--- src/rtl/ifstage_fetch.sv ---
// ifstage_fetch: instruction-fetch stage for the single-cycle datapath.
//   Owns the program counter, issues word reads to instruction memory over a
//   req/ack handshake, holds the fetched word for the decoder and advances the
//   PC to PC+4 or the branch target when the decoder asserts PC_LdEn.
//
// Ports:
//   Clk, Reset        clock; synchronous active-high reset
//   PC_Sel            0: next PC = PC+4, 1: next PC = PC+4+(PC_Immed<<2)
//   PC_LdEn           retire the held instruction and advance the PC
//   PC_Immed[31:0]    sign-extended branch offset in words
//   IMem_Req          fetch request (state S_FETCH)
//   IMem_Addr         word address PC[IMEM_AW+1:2]
//   IMem_Ack          single-cycle acknowledge, IMem_Data valid with it
//   IMem_Data[31:0]   instruction word from memory
//   Instr[31:0]       held instruction word
//   Instr_Valid       Instr holds the instruction at PC (state S_HOLD)
//   PC[31:0]          current program counter
//   Fetch_Err         sticky fetch timeout
//
// Optional feature: define IFSTAGE_TIMEOUT_EN to enable the fetch timeout
// (S_ERR state, TIMEOUT_CYCLES counter). Without it Fetch_Err is tied to 0.

module ifstage_fetch #(
  parameter logic [31:0] RESET_PC       = 32'h0000_0000,
  parameter int unsigned IMEM_AW        = 10,
  parameter int unsigned TIMEOUT_CYCLES = 16
) (
  input  logic               Clk,
  input  logic               Reset,
  input  logic               PC_Sel,
  input  logic               PC_LdEn,
  input  logic [31:0]        PC_Immed,
  output logic               IMem_Req,
  output logic [IMEM_AW-1:0] IMem_Addr,
  input  logic               IMem_Ack,
  input  logic [31:0]        IMem_Data,
  output logic [31:0]        Instr,
  output logic               Instr_Valid,
  output logic [31:0]        PC,
  output logic               Fetch_Err
);

`ifdef IFSTAGE_TIMEOUT_EN
  typedef enum logic [1:0] {
    S_IDLE  = 2'd0,
    S_FETCH = 2'd1,
    S_HOLD  = 2'd2,
    S_ERR   = 2'd3
  } state_t;
`else
  typedef enum logic [1:0] {
    S_IDLE  = 2'd0,
    S_FETCH = 2'd1,
    S_HOLD  = 2'd2
  } state_t;
`endif

  state_t      state, state_next;
  logic [31:0] pc_q;
  logic [31:0] pc_next;
  logic [31:0] instr_q;
  logic        pc_load;
  logic        capture;

`ifdef IFSTAGE_TIMEOUT_EN
  localparam int unsigned CNT_W = $clog2(TIMEOUT_CYCLES) + 1;
  localparam logic [CNT_W-1:0] CNT_LAST = CNT_W'(TIMEOUT_CYCLES - 1);
  logic [CNT_W-1:0] cnt_q;
`endif

  // Branch offset is in words; 32-bit modulo arithmetic, bits [1:0] stay 0.
  always_comb begin
    pc_next = pc_q + 32'd4;
    if (PC_Sel) begin
      pc_next = pc_q + 32'd4 + (PC_Immed << 2);
    end
  end

  always_comb begin
    state_next = state;
    pc_load    = 1'b0;
    capture    = 1'b0;
    case (state)
      S_IDLE: state_next = S_FETCH;
      S_FETCH: begin
        // An acknowledge in the terminal timeout cycle still wins.
        if (IMem_Ack) begin
          capture    = 1'b1;
          state_next = S_HOLD;
        end
`ifdef IFSTAGE_TIMEOUT_EN
        else if (cnt_q == CNT_LAST) begin
          state_next = S_ERR;
        end
`endif
      end
      S_HOLD: begin
        if (PC_LdEn) begin
          pc_load    = 1'b1;
          state_next = S_FETCH;
        end
      end
`ifdef IFSTAGE_TIMEOUT_EN
      S_ERR: state_next = S_ERR;
`endif
      default: state_next = S_IDLE;
    endcase
  end

  always_ff @(posedge Clk) begin
    if (Reset) begin
      state   <= S_IDLE;
      pc_q    <= {RESET_PC[31:2], 2'b00};
      instr_q <= '0;
    end else begin
      state <= state_next;
      if (pc_load) begin
        pc_q <= pc_next;
      end
      if (capture) begin
        instr_q <= IMem_Data;
      end
    end
  end

`ifdef IFSTAGE_TIMEOUT_EN
  // Counter is zero whenever outside S_FETCH, so every entry starts from 0.
  always_ff @(posedge Clk) begin
    if (Reset || state != S_FETCH) begin
      cnt_q <= '0;
    end else if (!IMem_Ack) begin
      cnt_q <= cnt_q + 1'b1;
    end
  end

  assign Fetch_Err = (state == S_ERR);
`else
  assign Fetch_Err = 1'b0;
`endif

  assign IMem_Req    = (state == S_FETCH);
  assign IMem_Addr   = pc_q[IMEM_AW+1:2];
  assign Instr_Valid = (state == S_HOLD);
  assign Instr       = instr_q;
  assign PC          = pc_q;

endmodule

--- config.mk ---
export PLATFORM = sky130hd
export DESIGN_NAME = ifstage_fetch
export DESIGN_NICKNAME = d
export VERILOG_FILES = /design/src/rtl/ifstage_fetch.sv
export SDC_FILE = /design/constraint.sdc
export NUM_CORES = 1
export LEC_CHECK = 0
export BUFFER_PORTS_ARGS = -buffer_cell sky130_fd_sc_hd__buf_4
export CAP_MARGIN = 5
export CELL_PAD_IN_SITES_DETAIL_PLACEMENT = 1
export CELL_PAD_IN_SITES_GLOBAL_PLACEMENT = 1
export CORE_ASPECT_RATIO = 1.4
export CORE_MARGIN = 2
export CORE_UTILIZATION = 35
export CTS_BUF_LIST = sky130_fd_sc_hd__clkbuf_16
export DETAILED_ROUTE_END_ITERATION = 10
export HOLD_SLACK_MARGIN = 0.15
export MAX_ROUTING_LAYER = met4
export PLACE_DENSITY = 0.86
export SETUP_SLACK_MARGIN = 0.15
export SYNTH_ARGS = -nofsm -noshare
export SYNTH_HDL_FRONTEND = slang
export SYNTH_SLANG_ARGS = --single-unit
--- constraint.sdc ---
create_clock -name Clk -period 9.6 [get_ports Clk]
set_input_delay 1.44 -clock Clk [delete_from_list [all_inputs] [get_ports Clk]]
set_output_delay 1.44 -clock Clk [all_outputs]
set_load 0.01 [all_outputs]
=== Yosys cells after proc, flatten, opt, wreduce, memory -nomap -nowiden ===
Cells that the tools add are included.

* Register bits after elaboration: 66
* Logic and storage cells: 19

* Add/subtract/negate cells: 2
* Equal/unequal tests: 4
* Muxes and demuxes: 8
* Reduce and logical (&&, ||, !) cells: 2

{| class="wikitable"
|+ Operator list
! kind !! count
|-
| adder 32 x 3 -> 32 bit (second input constant) || 1
|-
| adder 32 bit || 1
|-
| 2-to-1 mux 32 bit || 1
|-
| case mux 2 bit (3 select lines) || 1
|-
| 2-to-1 mux 1 bit || 4
|-
| 2-to-1 mux 2 bit || 2
|-
| == test 2 x 1 -> 1 bit (second input constant) || 1
|-
| == test 2 bit (second input constant) || 1
|-
| zero test 2 bit || 1
|-
| inequality test 2 x 1 -> 1 bit (second input constant) || 1
|-
| inequality test 2 bit (second input constant) || 1
|-
| AND reduction 2 bit || 1
|}

=== Logic depth before layout (Yosys ltp) ===
Gate-level depths: netlist of run 1.

* Depth after elaboration: 3
* Depth in mapped cells: 19
* Mapped depth without buffers: 18

=== Least setup slack after synthesis of run 1 ===
Ideal clock, no wire load.

* Path type: input port to flip-flop
* From: input PC_Immed[0]
* To: register pc_q[28], in the netlist PC[28]
* Setup time: 0.133 ns
* Data arrival time: 3.752 ns
* Required time: 9.467 ns
* Slack: 5.716 ns
* Cell stages on the path: 12
* Path buffers: 0
* Cells stage by stage: ha_1 > fa_1 > a21oi_1 > o21ai_0 > a211oi_1 > o31a_1 > o221ai_1 > a21oi_2 > o211ai_1 > xor2_1 > a221oi_1 > nor3_1

* Longest elaborated chain between the ends: 2

{| class="wikitable"
|+ Ends and longest elaborated chain
! item !! RTL line !! source
|-
| start, declared || 32 || <nowiki>input logic [31:0] PC_Immed,</nowiki>
|-
| adder 32 bit || 75 || <nowiki>pc_next = pc_q + 32'd4 + (PC_Immed << 2);</nowiki>
|-
| 2-to-1 mux 32 bit || 74 || <nowiki>if (PC_Sel) begin</nowiki>
|-
| end signal, assigned || 113 || <nowiki>pc_q <= {RESET_PC[31:2], 2'b00};</nowiki>
|-
| end signal, assigned || 118 || <nowiki>pc_q <= pc_next;</nowiki>
|-
| end, declared || 59 || <nowiki>logic [31:0] pc_q;</nowiki>
|}

Every way passes these cells.
A chain may end at the register's enable or synchronous reset.

=== Final worst setup path of run 1 ===
* From: register pc_q[4], in the netlist PC[4]
* To: register pc_q[31], in the netlist PC[31]

* Longest elaborated chain between the ends: 3

{| class="wikitable"
|+ Ends and longest elaborated chain
! item !! RTL line
|-
| adder 32 x 3 -> 32 bit * || 73, 75
|-
| adder 32 bit || 75
|-
| 2-to-1 mux 32 bit * || 74
|}

Mark *: on every way between the ends. The rest lies on a longest branch, timed or not.

==> results of run 1 <==
-- power by group --
part | leakage [µW] | switching [µW] | internal, µW
Clock | 0.000157 | 130 | 228
Sequential | 0.000519 | 7.94 | 275
Combinational | 0.00211 | 70.9 | 57.4
-- state kept, by name, indices dropped and copies added (netlist names) --
signal and count:
state 2, Instr 32, PC 30
-- cells in the final DEF, fill, tap and decap left out, drive strengths merged, types with 6 or more instances in the layout --
master / n
xnor2: 25
a22oi: 7
nand3: 21
inv: 14
dfxtp: 64
nor2: 67
nand4: 7
nor3: 13
a21o: 17
and3: 8
nor2b: 6
nand2: 115
o211ai: 6
o21ai: 32
xor2: 25
clkbuf: 9
ha: 37
a211oi: 12
buf: 142
a21oi: 90
-- worst reg2reg max path: stages, from the launching register on --
cell	delay (ns)
dfxtp_1	0.55
nand4_1	0.21
nor2_1	0.22
and4_4	0.30
and2b_4	0.22
nand3_4	0.15
nor3_1	0.45
xor2_1	0.29
ha_1	0.35
a21oi_1	0.20
nor2b_1	0.09
nor4_1	0.20
nor4_1	0.10
a211oi_1	0.25
and3_1	0.21
o21a_1	0.14
mux2i_1	0.21
mux2_2	0.35
-- routing by layer --
layer  track usage (%)  vias to the layer above
met5                 -                        -
met4              11.5                        0
met3              2.84                       52
met2              44.0                      141
met1              24.9                     2569
li1                  -                     2527
-- layout make-up --
cell class / count / area (µm²) / share of cell area (%)
flip-flops and latches: 64 / 1280 / 20.5
inverters: 13 / 48.8 / 0.781
repair buffers: 142 / 1070 / 17.2
clock inverters: 7 / 95.1 / 1.52
multi-input cells: 543 / 3300 / 52.8
clock buffers: 9 / 225 / 3.60
well taps: 182 / 228 / 3.64
-- how the worst min path moves through the flow --
stage,startpoint,endpoint,depth (start not counted)
floorplan,Instr[0],Instr[0],2
global placement,Instr[25],Instr[25],2
detailed placement,Instr[21],Instr[21],2
CTS,Instr[21],Instr[21],2
global route,Instr[21],Instr[21],2
finish,Instr[21],Instr[21],2
-- cell families after synthesis --
group                      after synthesis  synth area share [%]
AOI/OAI and AO/OA                      190                  23.7
xor gates and xnor gates                50                  9.20
adders and majority gates               38                  9.98
buffers and inverters                   58                  5.56
DFF                                     64                  26.5
muxes                                    5                  1.09
other                                    1                0.0775
and+or+nand+nor                        257                  23.9
-- per-stage QoR --
| stage | total power, µW | cell area, µm² | cells | hold WS (ns) |
|---|---|---|---|---|
| floorplan | 359 | 4850 | 665 | 0.481 |
| global placement | 407 | 5920 | 943 | 0.443 |
| detailed placement | 415 | 5920 | 943 | 0.452 |
| CTS | 774 | 6240 | 959 | 0.461 |
| global route | 800 | 6250 | 960 | 0.482 |
| finish | 769 | 6250 | 960 | 0.458 |
==> key figures, run 1 <==
Status
  • Status: finished clean

Synth
  • Synth Warn #: 0
  • EDFF count, synth: 0
  • Post-synth top flop: dfxtp_1
  • Area share of the largest cell type after synthesis: 26.5%
  • Cell with the most instances after synthesis: nand2_1
  • Mapped Cells: 663
  • Top cells by instance count after synthesis: nand2_1 (114), a21oi_1 (89), nor2_1 (67)
  • Yosys reg bits: 64
  • Mapped Area: 0.00484 mm²
  • Mean Syn Cell Area: 7.30 µm²
  • Post-synth cell types: 56
  • Ys async rst share: 0%
  • Seq/Total Area, Yosys: 26.5%
  • Top cells by area, synth: dfxtp_1 (26%), ha_1 (9.6%), a21oi_1 (9.2%)
  • Area leader, netlist: dfxtp_1

Timing
  • Clock skew: 0.00695 ns
  • Final setup fails: 0
  • Total negative slack: 0 ns
  • Post-route clock period utilization: 47.9%
  • Worst slew pin tran: 1.09 ns
  • Setup WS post-layout: 5.00 ns
  • Final Hold Fails: 0
  • Slew headroom: 27.1%
  • Minimum clock period: 4.60 ns
  • Achievable Freq: 217 MHz
  • RSZ-0062 raised after global routing: no
  • Fin. max-slew vios: 0

Worst setup path
  • Cells along the critical path: nand4_1 -> nor2_1 -> and4_4 -> and2b_4 -> nand3_4 -> nor3_1 -> xor2_1 -> ha_1 -> a21oi_1 -> nor2b_1 -> nor4_1 -> nor4_1 -> a211oi_1 -> and3_1 -> o21a_1 -> mux2i_1 -> mux2_2
  • WS Path Type: reg -> reg
  • Crit path max fanout: 9
  • Buf/Inv on CP: 0
  • Startpoint class of the critical path: flop
  • Reg2Reg Launch Point: PC[4]
  • WP depth: 17
  • FF-to-FF setup slack: 5.00 ns
  • Cell mode on critical path: nor4_1
  • CP Capture Type: flop
  • CP Launch Point: PC[4]
  • Data required, critical path: 9.82 ns
  • RR Endpoint: PC[31]
  • Crit path to: PC[31]
  • Slowest stage delay, CP: 0.55 ns
  • R2R depth: 17
  • Worst path slowest cell: dfxtp_1
  • CP arrival: 4.82 ns
  • Delay-heaviest family, CP: simple AND/OR/NAND/NOR gates

Pwr
  • Leakage: 0.00279 µW
  • PD cells: 123 mW/mm²
  • Max VDD drop: 0.0000958 V

CTS
  • # resized after CTS: 0
  • Post-CTS Hold Buffers: 0
  • CTS tree: built
  • Cts bufs inserted: 9
  • Post CTS Setup Buffer Count: 0
  • Largest buffer count on any clock path: 2
  • H-Tree Depth: 3
  • Clock sinks: 64
  • Clk slew on worst S/H paths: 0.06 ns
  • Clock insertion delay at the later pin of the skew report: 0.33 ns
  • Clock root buffer: clkbuf_16

Cells and area
  • Nets@finish: 880
  • Fin util: 46.5%
  • Filler cells: 1748
  • Syn-to-layout area delta: 29.2%
  • Ant. Diodes: 0
  • Fraction of layout cells with a size suffix above 1: 22.2%

Drt
  • DR top layer: met4
  • ANT nets after route: 0
  • Met2 wire length: 9.68 mm
  • Wirelength per Cell: 18.3 µm
  • Drt total wl: 17.5 mm
  • DRC Markers: 0
  • Wire length on met1: 6.51 mm
  • TritonRoute pass-1 iters: 6
  • Routed length on met3: 539 µm
  • DR iter-0 viols: 161
  • Vias: 5289
  • Vias per cell: 5.51

Floorplan
  • Die Y: 143 µm
  • Starting Density: 36.0%
  • DIE WIDTH: 103 µm
  • Number of placement rows: 50
  • Die area: 0.0148 mm²
  • IO Count: 146
  • Area of the core: 0.0135 mm²

Global routing
  • Vias in the first global route: 5560
  • Largest net degree at the start of global routing: 63
  • First-pass GRT wire length: 27.2 mm
  • Grt total ovfl: 0
  • Initial antenna violation count: 0
  • Gr usage total: 24.1%

Place
  • PortBufs: 140
  • Dpl hpwl: 13.2 mm
  • Pre-CTS setup slack: 5.06 ns
  • GP Congestion: 0.924

Min path
  • HP Class: reg -> reg

Flow run
  • Max-Cap Viols: 0
Note: power is estimated with default switching activity, not from simulation.
==> inputs of run 2 (changes only) <==
--- a/config.mk
+++ b/config.mk
@@ -11,7 +11,7 @@
 export CELL_PAD_IN_SITES_GLOBAL_PLACEMENT = 1
 export CORE_ASPECT_RATIO = 1.4
 export CORE_MARGIN = 2
-export CORE_UTILIZATION = 35
+export CORE_UTILIZATION = 33
 export CTS_BUF_LIST = sky130_fd_sc_hd__clkbuf_16
 export DETAILED_ROUTE_END_ITERATION = 10
 export HOLD_SLACK_MARGIN = 0.15
==> constraint.sdc (replaced) <==
create_clock -name Clk -period 4 [get_ports Clk]
set_input_delay 0.6 -clock Clk [delete_from_list [all_inputs] [get_ports Clk]]
set_output_delay 0.6 -clock Clk [all_outputs]
set_load 0.01 [all_outputs]
==> run 2 against run 1 <==
Critical path depth is 1 lower; combinational power grew to 2.6 times the previous value; worst setup slack worse by 4.7 ns; largest cell class unchanged; die area is 5.9% higher.
==> key figures, run 2 (same netlist as run 1, synthesis figures left out) <==
Flow run
  • Max-Cap Viols: 0 (unchanged)

Place
  • Dpl hpwl: 12.7 mm (-4.2%)
  • GP Congestion: 0.866 (-6.3%)
  • Area after DPL: 0.00619 mm² (+4.7%)
  • PortBufs: 140 (unchanged)

Timing
  • Achievable Freq: 270 MHz (+24%)
  • Fin. max-slew vios: 0 (unchanged)
  • Final Hold Fails: 0 (unchanged)
  • Minimum clock period: 3.71 ns (-0.891 ns)
  • Final setup fails: 0 (unchanged)
  • Clock skew: 0.00853 ns (+0.00157 ns)
  • Total negative slack: 0 ns (unchanged)
  • Post-route clock period utilization: 92.7% (+45 points)
  • Final hold slack: 0.456 ns (-0.00271 ns)
  • RSZ-0062 raised after global routing: yes
  • Slew headroom: 50.3% (+23 points)
  • Worst slew pin tran: 0.745 ns (-0.348 ns)

Drt
  • Vias: 5373 (+1.6%)
  • Wire length on met1: 7.04 mm (+8.2%)
  • Drt total wl: 17.6 mm (+0.36%)
  • TritonRoute pass-1 iters: 4 (-2)
  • DR iter-0 viols: 208 (+29%)
  • Routed length on met3: 559 µm (+3.7%)
  • Vias per cell: 5.29 (-3.9%)
  • ANT nets after route: 0 (unchanged)
  • Wirelength per Cell: 17.3 µm (-5.1%)
  • DR top layer: met4
  • Met2 wire length: 9.49 mm (-2.0%)
  • DRC Markers: 0 (unchanged)

Min path
  • HP Class: reg -> reg

Cells and area
  • Most frequent cells in the layout: buf_4 (190), nand2_1 (112), a21oi_1 (87)
  • Leading cell type in the layout, fill and taps excluded: buf_4
  • Filler cells: 1763 (+0.86%)
  • Ant. Diodes: 0 (unchanged)
  • Fin area: 0.00689 mm² (+10%)
  • Fraction of layout cells with a size suffix above 1: 32.6% (+10 points)
  • Max reg flops: 32 (unchanged)
  • Nets@finish: 928 (+5.5%)
  • Syn-to-layout area delta: 42.3%

Worst setup path
  • WP depth: 16 (-1)
  • Crit path to: PC[28]
  • Startpoint class of the critical path: flop
  • RR Endpoint: PC[28]
  • Cells along the critical path: nand4_1 -> nor2_2 -> and4_4 -> buf_4 -> xor2_2 -> ha_1 -> a21o_1 -> a21o_1 -> a211oi_2 -> o31a_1 -> o221ai_2 -> a21oi_2 -> o211ai_1 -> xor2_1 -> a221oi_2 -> nor3_1
  • Crit path max fanout: 5 (-4)
  • CP arrival: 3.89 ns (-0.93 ns)
  • Cell mode on critical path: a21o_1
  • FF-to-FF setup slack: 0.29 ns (-4.71 ns)
  • CP Launch Point: PC[5]
  • Data required, critical path: 4.18 ns (-5.64 ns)
  • Worst path slowest cell: dfxtp_2
  • Reg2Reg Launch Point: PC[5]
  • WS Path Type: reg -> reg
  • Delay-heaviest family, CP: compound AO/OA/AOI/OAI gates
  • Buf/Inv on CP: 1 (+1)
  • Slowest stage delay, CP: 0.35 ns (-0.20 ns)
  • R2R depth: 16 (-1)
  • CP Capture Type: flop

Pwr
  • Total Power: 1860 µW (+140%)
  • PD cells: 271 mW/mm² (+120%)
  • Leakage: 0.00311 µW (+11%)
  • Max VDD drop: 0.000197 V (+110%)

Global routing
  • Largest net degree at the start of global routing: 63 (unchanged)
  • Gr usage total: 22.1% (-1.9 points)
  • Vias in the first global route: 5503 (-1.0%)
  • First-pass GRT wire length: 27.1 mm (about the same)
  • Grt total ovfl: 0 (unchanged)
  • Initial antenna violation count: 0 (unchanged)

Floorplan
  • Die Y: 147 µm (+2.9%)
  • DIE WIDTH: 106 µm (+2.9%)
  • Number of placement rows: 52 (+4.0%)
  • Die area: 0.0157 mm² (+5.9%)
  • Starting Density: 33.7% (-2.3 points)
  • IO Count: 146 (unchanged)
  • Area of the core: 0.0144 mm² (+6.9%)

CTS
  • Clk slew on worst S/H paths: 0.05 ns (about the same)
  • Clock sinks: 64 (unchanged)
  • Clock root buffer: clkbuf_16
  • Clock insertion delay at the later pin of the skew report: 0.34 ns (about the same)
  • Cts bufs inserted: 9 (unchanged)
  • CTS tree: built
  • Largest buffer count on any clock path: 2 (unchanged)
  • H-Tree Depth: 3 (unchanged)

Status
  • Status: finished clean
-- run 2: changes by cell type in the layout (fill, tap and decap cells not counted), sizes merged --
cell	delta
buf	+48
clkinv	-1
inv	+1
-- run 2: worst register-to-register path, cell delays in order (launching register included) --
cell and delay, ns:
dfxtp_2 0.35, nand4_1 0.15, nor2_2 0.19, and4_4 0.26, buf_4 0.14, xor2_2 0.15
ha_1 0.29, a21o_1 0.20, a21o_1 0.19, a211oi_2 0.21, o31a_1 0.30, o221ai_2 0.13
a21oi_2 0.27, o211ai_1 0.19, xor2_1 0.19, a221oi_2 0.29, nor3_1 0.08
-- run 2: layout make-up --
type                            instances  area (µm²)  area share (%)
Sequential cell                        64        1290            18.7
Clock buffer                            9         225            3.27
Clock inverter                          7        93.8            1.36
Multi-Input combinational cell        543        3570            51.9
Timing Repair Buffer                  190        1430            20.7
Tap cell                              189         236            3.43
Inverter                               13        48.8           0.708
-- run 2: what timing repair did --
action                                  in CTS  in global routing
pin swaps                                    9                 28
endpoints found under the setup margin       4                  8
gates resized for setup                     14                 44
gates cloned                                 0                  0
setup buffers                                5                  8
hold buffers                                 0                  0
-- run 2: layer usage --
metal | vias up | GRT usage (%)
met1 | 2592 | 24.3
met4 | 0 | 8.22
li1 | 2614 | -
met3 | 37 | 3.11
met5 | - | -
met2 | 130 | 40.0
-- run 2: per-stage QoR --
stage,instances,utilization (%),worst slack [ns]
4_1_cts,1007,46.0,0.154
2_1_floorplan,665,-,0.214
3_3_place_gp,986,43.1,0.0914
3_5_place_dp,986,43.1,0.0639
6_report,1015,47.9,0.292
5_1_grt,1015,47.9,0.0133
-- run 2: how the worst min path moves through the flow --
stage | from | end | slack (ns) | cells past startpoint
2_1_floorplan | Instr[0] | Instr[0] | 0.48 | 2
3_3_place_gp | Instr[12] | Instr[12] | 0.44 | 2
3_5_place_dp | Instr[2] | Instr[2] | 0.45 | 2
4_1_cts | Instr[23] | Instr[23] | 0.46 | 2
5_1_grt | Instr[9] | Instr[9] | 0.47 | 2
6_report | Instr[6] | Instr[6] | 0.46 | 2
-- run 2: power by group --
group	total (µW)	switching (µW)	internal [µW]	leakage, µW
sequential	675	15.0	660	0.000521
clock	858	312	547	0.000155
combinational	332	179	152	0.00243
total	1860	506	1360	0.00311
